<file path="config.mk">
export PLATFORM = sky130hd
export DESIGN_NAME = reset_clk_ctrl
export DESIGN_NICKNAME = d
export VERILOG_FILES = /design/src/rtl/rst_clk_ctrl_pkg.sv /design/src/rtl/clk_tick_gen.sv /design/src/rtl/reset_clk_ctrl.sv
export SDC_FILE = /design/constraint.sdc
export NUM_CORES = 1
export LEC_CHECK = 0
export CAP_MARGIN = 0
export CORE_ASPECT_RATIO = 0.6
export CORE_MARGIN = 4
export CORE_UTILIZATION = 32
export DETAILED_ROUTE_END_ITERATION = 7
export MAX_ROUTING_LAYER = met4
export SLEW_MARGIN = 30
export SYNTH_ARGS = -nofsm -noshare
export SYNTH_HDL_FRONTEND = slang
export SYNTH_SLANG_ARGS = --single-unit
export TNS_END_PERCENT = 20
</file>
<file path="constraint.sdc">
create_clock -name clk_ref -period 1.4 [get_ports clk_ref]
set_input_delay 0.28 -clock clk_ref [delete_from_list [all_inputs] [get_ports clk_ref]]
set_output_delay 0.28 -clock clk_ref [all_outputs]
set_load 0.01 [all_outputs]
</file>
<file path="src/rtl/rst_clk_ctrl_pkg.sv">
// rst_clk_ctrl_pkg: clock source encoding and default timing constants for reset_clk_ctrl
package rst_clk_ctrl_pkg;
  typedef enum logic [1:0] {SRC_BASE, SRC_PLL, SRC_ROSC} src_e;
  localparam int POR_CYCLES_DEF = 16;
  localparam int PLL_LOCK_CYCLES_DEF = 64;
  localparam int RST_EDGES_DEF = 4;
endpackage

</file>
<file path="src/rtl/clk_tick_gen.sv">
// clk_tick_gen: counts 0..period-1 and ticks on the last count; in clk_ref, restart (sync clear), period[2:0]; out tick
module clk_tick_gen (
  input  logic       clk_ref,
  input  logic       restart,
  input  logic [2:0] period,
  output logic       tick
);
  logic [2:0] cnt;
  assign tick = cnt == period - 3'd1;
  always_ff @(posedge clk_ref)
    cnt <= (restart || tick) ? 3'd0 : cnt + 3'd1;
endmodule

</file>
<file path="src/rtl/reset_clk_ctrl.sv">
// reset_clk_ctrl: glitch-free clock root and POR/system reset sequencer; in clk_ref, xrst, pll_en, pll_trim, sel_8mhz, sel_pll, sel_rosc, clk_div; out clk, rst_n, por_n; PLL path only when RST_CLK_PLL_EN is defined
module reset_clk_ctrl
  import rst_clk_ctrl_pkg::*;
#(
  parameter int POR_CYCLES      = POR_CYCLES_DEF,
  parameter int PLL_LOCK_CYCLES = PLL_LOCK_CYCLES_DEF,
  parameter int RST_EDGES       = RST_EDGES_DEF
) (
  input  logic       clk_ref,
  input  logic       xrst,
  input  logic       pll_en,
  input  logic [1:0] pll_trim,
  input  logic       sel_8mhz,
  input  logic       sel_pll,
  input  logic [1:0] sel_rosc,
  input  logic [1:0] clk_div,
  output logic       clk,
  output logic       rst_n,
  output logic       por_n
);
  localparam int PW = $clog2(POR_CYCLES + 1);
  localparam int EW = $clog2(RST_EDGES + 1);
  src_e act_src, nxt_src;
  logic [1:0] act_rosc, act_div;
  logic [2:0] div_cnt, div_max;
  logic [PW-1:0] por_cnt;
  logic [EW-1:0] edge_cnt;
  logic tick, wrap, fall, rosc_tick, pll_tick;
  clk_tick_gen u_rosc (
    .clk_ref (clk_ref),
    .restart (xrst || fall),
    .period  (3'd1 + {1'b0, act_rosc}),
    .tick    (rosc_tick)
  );
`ifdef RST_CLK_PLL_EN
  localparam int LW = $clog2(PLL_LOCK_CYCLES + 1);
  logic [LW-1:0] lock_cnt;
  logic [1:0] act_trim;
  logic locked;
  assign locked = lock_cnt == LW'(PLL_LOCK_CYCLES);
  assign nxt_src = sel_8mhz ? SRC_BASE : sel_pll ? (locked ? SRC_PLL : SRC_BASE) : SRC_ROSC;
  always_ff @(posedge clk_ref)
    if (xrst) begin
      lock_cnt <= '0;
      act_trim <= '0;
    end else begin
      lock_cnt <= !pll_en ? '0 : locked ? lock_cnt : lock_cnt + 1'b1;
      if (fall) act_trim <= pll_trim;
    end
  clk_tick_gen u_pll (
    .clk_ref (clk_ref),
    .restart (xrst || fall),
    .period  (3'd2 + {1'b0, act_trim}),
    .tick    (pll_tick)
  );
`else
  logic unused_pll;
  assign unused_pll = ^{pll_en, sel_pll, pll_trim};
  assign nxt_src = sel_8mhz ? SRC_BASE : SRC_ROSC;
  assign pll_tick = 1'b0;
`endif
  assign div_max = 3'((4'd1 << act_div) - 4'd1);
  assign tick = act_src == SRC_BASE ? 1'b1 : act_src == SRC_PLL ? pll_tick : rosc_tick;
  assign wrap = tick && div_cnt == div_max;
  assign fall = wrap && clk;
  always_ff @(posedge clk_ref)
    if (xrst) begin
      clk      <= 1'b0;
      por_n    <= 1'b0;
      rst_n    <= 1'b0;
      por_cnt  <= '0;
      edge_cnt <= '0;
      div_cnt  <= '0;
      act_src  <= SRC_BASE;
      act_rosc <= '0;
      act_div  <= '0;
    end else begin
      if (!por_n) begin
        por_cnt <= por_cnt + 1'b1;
        por_n   <= por_cnt == PW'(POR_CYCLES - 1);
      end
      if (tick) div_cnt <= wrap ? 3'd0 : div_cnt + 3'd1;
      if (wrap) clk <= !clk;
      if (fall) begin
        act_src  <= nxt_src;
        act_rosc <= sel_rosc;
        act_div  <= clk_div;
      end
      if (fall && por_n && !rst_n) begin
        edge_cnt <= edge_cnt + 1'b1;
        rst_n    <= edge_cnt == EW'(RST_EDGES - 1);
      end
    end
endmodule

</file>
======== Yosys cells after proc, flatten, opt, wreduce, memory -nomap -nowiden ========
Cells that the tools add are included.
word-level totals
  input bits .............................. 11
  logic and storage cells ................. 37
  output and inout port bits .............. 3
  register bits ........................... 23
operators by class
  mux-type cells .......................... 5
  reduce and logical (&&, ||, !) cells .... 9
  eq/ne operators ......................... 5
  shift operators ......................... 1
  $add $sub $neg .......................... 7
operators with widths
  operator               count
  $add A3 B1 Y3 const B  3
  $eq A3 B3 Y1           2
  $sub A3 B1 Y3 const B  2
  $add A5 B1 Y5 const B  1
  $eq A5 B4 Y1 const B   1
  $logic_and A1 B1 Y1    4
  $add A1 B2 Y3 const A  1
  $eq A3 B2 Y1 const B   1
  $mux W1                3
  $mux W3                1
  $shl A1 B2 Y3 const A  1
  $eq A2 B1 Y1 const B   1
  $logic_not A1 Y1       2
  $logic_not A2 Y1       1
  $logic_or A1 B1 Y1     2
  $mux W2                1

======== Depth between registers and ports, before layout ========
  depth in word-level cells ............... 9
  mapped depth ............................ 6
  depth with buffers taken out ............ 6

======== Hierarchy ========
Synthesis repeated with hierarchy kept, for this count alone.
second synthesis, totals
  cell total of the unflattened synthesis .. 121
  area, all modules ....................... 1173.6 um^2
modules (own cells, without submodules)
  module          area an instance (um^2)  instances  cells an instance  seq. area each (um^2)
  reset_clk_ctrl  964.7                    1          101                380.4
  clk_tick_gen    209.0                    1          20                 60.1

======== Worst setup path after synthesis ========
OpenSTA, ideal clock, no wires.
  kind .................................... reg-to-reg
  start ................................... register act_rosc[1]
  end ..................................... register edge_cnt[0]
  arrival ................................. 1.425 ns
  period minus slack after synthesis ...... 1.548 ns
  setup slack ............................. -0.148 ns
  stages on the path, launching flop included .. 6
  cell sequence ........................... dfxtp_1 xnor2_1 a31oi_4 a21oi_2 nand4_2 mux2_1
between the ends
  cells in the longest elaborated chain, start to end .. 9
ends and longest elaborated chain
  item                               RTL line              source
  start, declared                    reset_clk_ctrl.sv:24  logic [1:0] act_rosc, act_div;
  start signal, assigned             reset_clk_ctrl.sv:86  act_rosc <= sel_rosc;
  $add A1 B2 Y3                      reset_clk_ctrl.sv:32  .period (3'd1 + {1'b0, act_rosc}),
  $sub A3 B1 Y3                      clk_tick_gen.sv:9     assign tick = cnt == period - 3'd1;
  $eq A3 B3 Y1                       clk_tick_gen.sv:9
  $mux W1 (2 in series)              reset_clk_ctrl.sv:63  assign tick = act_src == SRC_BASE ? 1'b1 : act_src == SRC_PLL ? pll_tick : rosc_tick;
  $logic_and A1 B1 Y1                reset_clk_ctrl.sv:64  assign wrap = tick && div_cnt == div_max;
  $logic_and A1 B1 Y1                reset_clk_ctrl.sv:65  assign fall = wrap && clk;
  $logic_and A1 B1 Y1 (2 in series)  reset_clk_ctrl.sv:89  if (fall && por_n && !rst_n) begin
  end signal, assigned               reset_clk_ctrl.sv:90  edge_cnt <= edge_cnt + 1'b1;
  end, declared                      reset_clk_ctrl.sv:27  logic [EW-1:0] edge_cnt;
No other way between the ends.
A chain may end at the register's enable or synchronous reset.

======== Worst setup path after layout ========
  start ................................... register act_rosc[0]
  end ..................................... register act_rosc[1]
between the ends
  cells in the longest elaborated chain, start to end .. 7
ends and longest elaborated chain
  item                   RTL line
  $add A1 B2 Y3          reset_clk_ctrl.sv:32
  $sub A3 B1 Y3          clk_tick_gen.sv:9
  $eq A3 B3 Y1           clk_tick_gen.sv:9
  $mux W1 (2 in series)  reset_clk_ctrl.sv:63
  $logic_and A1 B1 Y1    reset_clk_ctrl.sv:64
  $logic_and A1 B1 Y1    reset_clk_ctrl.sv:65
No other way between the ends.

==> metrics.md <==
| Metric | Value |
|---|---|
| Status | `finished, violations left` |
| Failing checks | `setup timing` |
| Routability cong. | `0.723` |
| Relative slew slack | `0.802` |
| Die height | `52.4 um` |
| Routed wire length | `a little over 2000 um` |
| Die area | `0.00430 mm^2` |
| Power Density | `1660 mW/mm^2` |
| Global-route wire length before repair | `3430 um` |
| FF-to-FF End | `act_rosc[1]` |
| Worst slew pin tran | `0.297 ns` |
| Fin worst setup slack | `-0.160 ns` |
| Max clock buf depth | `2` |
| Fraction of registers with async set/reset | `0` |
| Rows | `15` |
| Worst Reg2Reg Path Length in Cells | `6` |
| CTS buffer count | `3` |
| Area of the multi-input gates | `613 um^2` |
| Final setup fails | `11` |
| Synth-to-Final Area Change | `33.2%` |
| Largest net degree at the start of global routing | `14` |
| Peak VDD IR | `0.673 mV` |
| Total core area | `0.00300 mm^2` |
| Syn avg cell area | `about 9.6 um^2` |
| Total GRT Usage | `0.111` |
| Minimum clock period | `1.56 ns` |
| Final ANT Viol Nets | `0` |
| Ant diodes | `0` |
| Synthesized flop and latch total | `22` |
| Fmax | `641 MHz` |
| Ports | `14` |
| Hold Worst Slack | `0.500 ns` |
| HP Class | `flip-flop to flip-flop` |
| Maxcap violations | `0` |
| RSZ-0062 raised after global routing | `true` |
| CTS Hold Bufs | `0` |
| Final net count | `149` |
| Post-synthesis cell type count | `33` |
| Synth area leader | `dfxtp_1` |
| DR pass1 iterations | `4` |
| CTS clk-pin slew, worst paths | `0.08 ns` |
| Hold path cells | `2` |
| Initial Utilization | `0.350` |
| Proportion of netlist area held by the largest area contributor | `0.419` |
| # clock sinks | `22` |
| Via Count | `783` |
| Commonest cells in the netlist | `22 x dfxtp_1, 22 x nor2_1, 7 x inv_1, 6 x ha_1, 6 x mux2i_1` |
| Post-synthesis sequential area ratio | `0.419` |
| Storage cell area | `453 um^2` |
| Leakage Power | `0.557 nW` |
| Initial antenna violation count | `0` |
| CP endpoint kind | `flip-flop` |
| YS warnings | `0` |
| Hold Violations, Final | `0` |
| Ranking of synthesized cells by area | `dfxtp_1 42%, nor2_1 7.9%, ha_1 7.1%` |
| DRC | `0` |
| Max-slew violations | `0` |
| Detailed placement HPWL | `1550 um` |
| Post-Syn Area | `0.00105 mm^2` |
| Crit path max fanout | `4` |
| Worst hold start | `div_cnt[2]` |
| Final Core Density | `0.466` |
| Worst path required time | `approximately 1.6 ns` |
| Die width | `82.0 um` |
| Root buf cell | `clkbuf_8` |
| Critical path launch point type | `flip-flop` |
| Hold endpoint | `div_cnt[2]` |
| Most used DFF post-synth | `dfxtp_1` |
| Gr ovfl total | `0` |
| Clock insertion delay at the later pin of the skew report | `0.27 ns` |
| Reg-to-reg startpoint | `act_rosc[0]` |
| FILL cells | `290` |
| H-tree level count | `1` |
| Number of global-route vias before repair | `between 800 and 900` |
| Share of cells above drive strength 1 | `0.290` |
| Drt initial violations | `19` |
| Mapped Cells | `109` |
| R2R Setup Slk | `-0.16 ns` |
| Clock Skews | `0.00532 ns` |
| Vias per cell | `4.53` |
| IO Port Bufs | `9` |
| CP Class | `flip-flop to flip-flop` |
| CTS tree | `built` |
| Syn nets | `126` |
| Final worst path period share | `1.11` |
| Data arrival, critical path | `1.73 ns` |
| Post-synth EDFFs | `0` |
| WL/cell | `between 10 and 15 um` |
[layout make-up]
type	count	area share
clock inverter	1	0.0214
multi-input combinational	77	0.438
sequential	22	0.324
tap	42	0.0375
timing repair buffer	21	0.131
clock buffer	3	0.0295
inverter	7	0.0188
[placed cells by master, fill, tap and decap left out, types with 2 or more instances in the layout]
master and instances:
nand2b_1 3, clkdlybuf4s50_1 6, xnor2_2 2, nand2_1 4, inv_1 7, a21oi_1 4, buf_4 10, mux2i_1 6
xnor2_1 3, nor2_1 21, ha_1 6, buf_6 2, nor2b_1 3, dfxtp_4 2, dfxtp_1 16, mux2_1 2
dfxtp_2 4, xor2_1 2, clkbuf_8 3, dlygate4sd2_1 3
[worst max-delay path by stage]
stage,startpoint,to,slack (ns)
2_1_floorplan,u_rosc.cnt[1],edge_cnt[0],-0.08
3_3_place_gp,div_cnt[2],act_rosc[1],-0.13
3_5_place_dp,div_cnt[2],act_src[1],-0.20
4_1_cts,act_rosc[1],act_div[0],-0.18
5_1_grt,act_rosc[1],act_rosc[1],-0.24
6_report,act_rosc[0],act_rosc[1],-0.16
[timing repair]
item                                    CTS  global route
gates resized for setup                  12             7
endpoints found under the setup margin   17            15
buffers inserted                          1             0
pin swaps                                 6             2
[per-stage QoR]
stage / cell area [um^2] / power (mW) / TNS (ns) / std cells / setup WS [ns]
2_1_floorplan: 1070 / 1.35 / -0.489 / 109 / -0.0775
3_3_place_gp: 1280 / 1.59 / -1.03 / 168 / -0.126
3_5_place_dp: 1280 / 1.63 / -1.70 / 168 / -0.201
4_1_cts: 1380 / 2.28 / -1.21 / 173 / -0.180
5_1_grt: 1400 / 2.45 / -2.25 / 173 / -0.241
6_report: 1400 / 2.32 / -1.01 / 173 / -0.160
[report_power, final]
group	switching [mW]	internal (mW)
Sequential	0.110	0.738
Clock	0.217	0.382
Combinational	0.401	0.469
[per-layer routing]
| layer | vias up | track usage | routed length [um] |
|---|---|---|---|
| li1 | 406 | - | - |
| met5 | - | - | 0 |
| met4 | 0 | 0.0331 | 36 |
| met3 | 6 | 0.0498 | 107 |
| met1 | 360 | 0.116 | 923 |
| met2 | 11 | 0.190 | 968 |
[flip-flops by register name, summed over array words and instances (netlist names), 2 cells and up]
| signal | flops |
|---|---|
| act_div | 2 |
| act_rosc | 2 |
| div_cnt | 3 |
| edge_cnt | 3 |
| por_cnt | 5 |
| u_rosc.cnt | 3 |
[cells by family after synthesis]
| group | share of synthesized area |
|---|---|
| adders and majority gates | 0.0714 |
| buffers and inverters | 0.0429 |
| and+or+nand+nor | 0.214 |
| muxes | 0.0786 |
| xor gates and xnor gates | 0.0583 |
| DFF | 0.419 |
| AOI/OAI and AO/OA | 0.115 |
[critical path, cell delays in order (launching register included)]
cell	delay, ns
dfxtp_1	0.35
xnor2_2	0.24
a31oi_4	0.14
a211oi_4	0.32
buf_6	0.17
mux2i_1	0.18
nor2_1	0.06
(Power assumes the default switching activity.)
